<file path="src/rtl/pet_status.sv">
// Pet mood tracker: on each tick, samples six need levels and updates mood, worst need,
// critical-tick counter, age and a one-cycle alert on entry to the critical mood.
module pet_status #(
    parameter int unsigned WARN_LVL    = 8,
    parameter int unsigned CRIT_LVL    = 13,
    parameter int unsigned SLEEP_LVL   = 12,
    parameter int unsigned DEATH_TICKS = 10
) (
    input  logic        clk,
    input  logic        reset_n,
    input  logic        tick,
    input  logic [3:0]  hunger,
    input  logic [3:0]  happiness,
    input  logic [3:0]  health,
    input  logic [3:0]  hygiene,
    input  logic [3:0]  energy,
    input  logic [3:0]  social,
    output logic [2:0]  mood,
    output logic [2:0]  worst_stat,
    output logic        alert,
    output logic [7:0]  crit_cnt,
    output logic [15:0] age
);

    typedef enum logic [2:0] {
        StHappy = 3'd0,
        StNeedy = 3'd1,
        StCrit  = 3'd2,
        StSleep = 3'd3,
        StDead  = 3'd4
    } mood_e;

    localparam logic [3:0] WarnLvl    = 4'(WARN_LVL);
    localparam logic [3:0] CritLvl    = 4'(CRIT_LVL);
    localparam logic [3:0] SleepLvl   = 4'(SLEEP_LVL);
    localparam logic [7:0] DeathTicks = 8'(DEATH_TICKS);

    mood_e       state_q, state_d;
    logic [2:0]  worst_q, worst_d;
    logic        alert_q, alert_d;
    logic [7:0]  cnt_q, cnt_d;
    logic [15:0] age_q, age_d;

    logic [3:0]  stat [6];
    logic [3:0]  max_lvl;
    logic [2:0]  max_idx;
    logic [3:0]  other_max;
    mood_e       cls;
    logic [7:0]  cnt_inc;

    assign stat[0] = hunger;
    assign stat[1] = happiness;
    assign stat[2] = health;
    assign stat[3] = hygiene;
    assign stat[4] = energy;
    assign stat[5] = social;

    // Strict '>' keeps the lowest index on ties.
    always_comb begin
        max_lvl   = stat[0];
        max_idx   = 3'd0;
        other_max = stat[0];
        for (int i = 1; i < 6; i++) begin
            if (stat[i] > max_lvl) begin
                max_lvl = stat[i];
                max_idx = 3'(i);
            end
            if (i != 4 && stat[i] > other_max) begin
                other_max = stat[i];
            end
        end
    end

    always_comb begin
        cls = StHappy;
        if (max_lvl >= CritLvl) begin
            cls = StCrit;
        end else if (max_lvl >= WarnLvl) begin
            cls = StNeedy;
        end
    end

    assign cnt_inc = cnt_q + 8'd1;

    always_comb begin
        state_d = state_q;
        worst_d = worst_q;
        alert_d = 1'b0;
        cnt_d   = cnt_q;
        age_d   = age_q;
        if (tick && state_q != StDead) begin
            worst_d = max_idx;
            if (age_q != 16'hFFFF) begin
                age_d = age_q + 16'd1;
            end
            unique case (state_q)
                StHappy, StNeedy: begin
                    if (cls == StCrit) begin
                        state_d = StCrit;
                    end else if (energy >= SleepLvl) begin
                        state_d = StSleep;
                    end else begin
                        state_d = cls;
                    end
                end
                StSleep: begin
                    if (other_max >= CritLvl) begin
                        state_d = StCrit;
                    end else if (energy == 4'd0) begin
                        state_d = cls;
                    end
                end
                StCrit: begin
                    if (cls != StCrit) begin
                        state_d = cls;
                        cnt_d   = 8'd0;
                    end else begin
                        cnt_d = cnt_inc;
                        if (cnt_inc >= DeathTicks) begin
                            state_d = StDead;
                        end
                    end
                end
                default: state_d = state_q;
            endcase
            if (state_d == StCrit && state_q != StCrit) begin
                alert_d = 1'b1;
                cnt_d   = 8'd1;
            end
        end
    end

    always_ff @(posedge clk) begin
        if (!reset_n) begin
            state_q <= StHappy;
            worst_q <= 3'd0;
            alert_q <= 1'b0;
            cnt_q   <= 8'd0;
            age_q   <= 16'd0;
        end else begin
            state_q <= state_d;
            worst_q <= worst_d;
            alert_q <= alert_d;
            cnt_q   <= cnt_d;
            age_q   <= age_d;
        end
    end

    assign mood       = state_q;
    assign worst_stat = worst_q;
    assign alert      = alert_q;
    assign crit_cnt   = cnt_q;
    assign age        = age_q;

endmodule

</file>
<file path="config.mk">
export PLATFORM = sky130hd
export DESIGN_NAME = pet_status
export DESIGN_NICKNAME = d
export VERILOG_FILES = /design/src/rtl/pet_status.sv
export SDC_FILE = /design/constraint.sdc
export NUM_CORES = 1
export LEC_CHECK = 0
export CORE_MARGIN = 2
export CORE_UTILIZATION = 52
export DETAILED_ROUTE_END_ITERATION = 16
export HOLD_SLACK_MARGIN = 0.05
export MAX_ROUTING_LAYER = met4
export PLACE_DENSITY = 0.88
export SYNTH_ARGS = -nofsm -noshare
export SYNTH_HDL_FRONTEND = slang
export SYNTH_SLANG_ARGS = --single-unit
</file>
<file path="constraint.sdc">
create_clock -name clk -period 18.05 [get_ports clk]
set_clock_uncertainty 0.2 [all_clocks]
set_input_delay 3.61 -clock clk [delete_from_list [all_inputs] [get_ports clk]]
set_output_delay 3.61 -clock clk [all_outputs]
set_load 0.05 [all_outputs]
</file>
==> run metrics <==
cts bufs inserted=5; area leader, netlist=dfxtp_1; Post-Layout Cell Count=504; post-route setup TNS=0 ns; Initial Utilization=a little over half; total wire length=between 8 and 9 mm; max_cap viols=0; share of cells above drive strength 1=between 6 and 7%; Post-Place Worst Slack=roughly 5.3 ns; Setup Fix Bufs, Post-CTS=0; Crit Reg-Reg Endpoint=age[9]$_SDFFE_PN0P_; grt ovf=0; area grow syn2layout=25.22%; status=completed; initial antenna violation count=0; Layout Nets=479; CP Capture Type=register; Worst-Margin Slew=between 1 and 1.5 ns; ys async rst share=0%; register area share after synthesis=a little over a fifth; Hold Crit Depth=2; vias per cell=around 6.5; Bufs on Longest Clock Path=2; top-area cell type share of the netlist area=a little over a fifth; Max VDD drop=~53 uV; Worst EP required=18.01 ns; die width=79.53 um; FF+latch count, synth=31; CORE AREA=about 5500 um^2; Max Freq=between 70 and 80 MHz; LEAKAGE=~1.5 nW; gr usage total=a little over a quarter; layout filler cell count=between 400 and 500; Critical Path AT=between 10 and 15 ns; clk_lat worst skew=approximately 0.28 ns; # IOs=between 50 and 60; Period Utilization, post-route=just under 70%; Slowest-stage cell, CP=o41ai_2; post-synthesis simple-gate area fraction=between 20% and 30%; Pwr Density=about 100 nW/um^2; Crit Path Max Fanout=7; drt pass-1 iters=5; TritonCTS Sinks=31; worst r2r path cells=11; Post-Syn Instances=about 380; largest net degree at the start of global routing=33; routed length per instance=between 15 and 20 um; H-tree depth=2; via count=between 3000 and 4000; fin crit period=around 13 ns; Hold Vio Cnt, Final=0; post-synthesis mux area share=approximately 2.5%; DPL Wire Length=between 6 and 7 mm; Cells after DPL=496; post-synthesis adder-cell area fraction=~8.9%; power consumption=0.0003793 W; first-pass GRT wire length=around 13 mm; drt drc=0; Syn Nets=423; reg2reg start=age[4]$_SDFFE_PN0P_; synth unique cells=71; PortBufs=57; CTS tree=yes; relative slew slack=between 30% and 40%; Hold Path Origin=age[7]$_SDFFE_PN0P_; clk root buf=clkbuf_8; worst reg2reg setup slack=15.03 ns; synthesized area=2967 um^2; Rows=27; Starting DRT DRC Count=around 300; final setup violation count=0; GPL Wtd Cong=between 0.9 and 1; RSZ-0062 raised after global routing=false; Syn Area/Cell=7.911 um^2; Die Y=approximately 80 um; main combinational cell family by area after synthesis=compound AO/OA/AOI/OAI gates; die area=6325 um^2; Synth Flop Type=dfxtp_1; xor and xnor area share after synthesis=approximately 2.7%; DRT antenna net count=0; Slew Limit Fails=0; final setup margin=between 5 and 6 ns; Antenna Cells=0; post_cts resized=0; category of the most critical setup path=in -> reg; clk slew on worst S/H paths=0.07 ns; YS warnings=0; vias in the first global route=about 3000; Hold-fix buffers, CTS=0; worst min-delay path category=reg -> reg; post-synthesis compound-gate area fraction=~34%; Synth area leaders=dfxtp_1, ha_1, nand2_1; delay-heaviest family, CP=compound AO/OA/AOI/OAI gates; max incr delay on CP=between 0.5 and 0.6 ns; worst hold path endpoint=age[7]$_SDFFE_PN0P_; number of flops mapped to enable cells by yosys=0; crit start category=input port; Buffers & Inverters on Critical Path=4
==> worst max-delay path by stage <==
| stage | startpoint | endpoint | slack [ns] | depth (start not counted) |
|---|---|---|---|---|
| 4_1_cts | hunger[1] | crit_cnt[2]$_SDFFE_PN0P_ | 5.61 | 39 |
| 3_5_place_dp | hunger[1] | crit_cnt[2]$_SDFFE_PN0P_ | 5.35 | 39 |
| 2_1_floorplan | hunger[1] | crit_cnt[2]$_SDFFE_PN0P_ | 6.74 | 38 |
| 5_1_grt | hunger[1] | crit_cnt[2]$_SDFFE_PN0P_ | 4.90 | 39 |
| 3_3_place_gp | hunger[1] | crit_cnt[2]$_SDFFE_PN0P_ | 5.67 | 39 |
| 6_report | hunger[1] | crit_cnt[2]$_SDFFE_PN0P_ | 5.50 | 39 |
==> where the power goes <==
part	total [W]	internal, W	switching [W]
clock network	0.0000705	0.0000446	0.0000259
logic	0.000228	0.0000883	0.000139
registers	0.0000811	0.0000738	0.00000732
total	0.000379	0.000207	0.000173
==> cells by family after synthesis <==
family	after synthesis
simple gates	143
compound gates	130
buf+inv	34
flops	31
fa+ha+maj	21
xor+xnor	9
mux	7
==> per-layer routing <==
metal	GRT usage, %	share of wire, %	wire length (um)
met2	44.79	47	3819
met1	32.71	44	3558
met5	-	0	0
met3	3.959	6.5	525
met4	7.069	1.9	155
==> synthesized netlist by cell type, types with 7 or more instances <==
master / instances
a31oi_1: 11
ha_1: 21
a21oi_1: 14
a22o_1: 11
nor3_1: 10
xnor2_1: 7
nand4_1: 12
nor2b_1: 14
and3_1: 10
nand2b_1: 9
inv_1: 26
nor2_1: 18
a21boi_0: 7
and2_1: 11
nand3_1: 10
or3_1: 8
dfxtp_1: 31
nand2_1: 29
clkbuf_1: 8
o21ai_0: 18
==> cells in the final DEF (no fill, tap or decap), types with 9 or more instances in the layout <==
master	instances
nand4_1	12
nand3_1	10
dfxtp_1	31
nor2b_1	14
clkdlybuf4s50_1	57
a22o_1	11
nor3_1	10
nand2b_1	9
nor2_1	18
nand2_1	29
and2_1	11
and3_1	10
a31oi_1	11
a21oi_1	14
inv_1	26
ha_1	21
o21ai_0	18
==> layout make-up <==
cell class | count | area, um^2 | share of cell area (%)
well taps | 72 | 90.09 | 2.425
clock buffers | 6 | 82.58 | 2.223
repair buffers | 57 | 570.5 | 15.36
clock inverters | 2 | 35.03 | 0.9431
multi-input cells | 310 | 2218 | 59.72
flip-flops and latches | 31 | 620.6 | 16.71
inverters | 26 | 97.59 | 2.627
==> through the flow <==
stage	utilization [%]	hold slack, ns	instance area, um^2
2_1_floorplan	-	0.5161	2967
6_report	67.46	0.3251	3715
3_5_place_dp	65.33	0.3048	3597
3_3_place_gp	65.33	0.2878	3597
5_1_grt	67.46	0.3382	3715
4_1_cts	67.46	0.3175	3715
==> sequential cells by signal (all words and copies together), names as in the netlist <==
| name | cells |
|---|---|
| age | 16 |
| crit_cnt | 8 |
| mood | 3 |
| worst_stat | 3 |
| alert | 1 |
==> worst min-delay path: cells and delay by family (launching register included) <==
family         cells  cell delay, ns
flip-flops         1            0.33
AO/OA/AOI/OAI      2            0.14
Power figures use the tool's default switching activity.
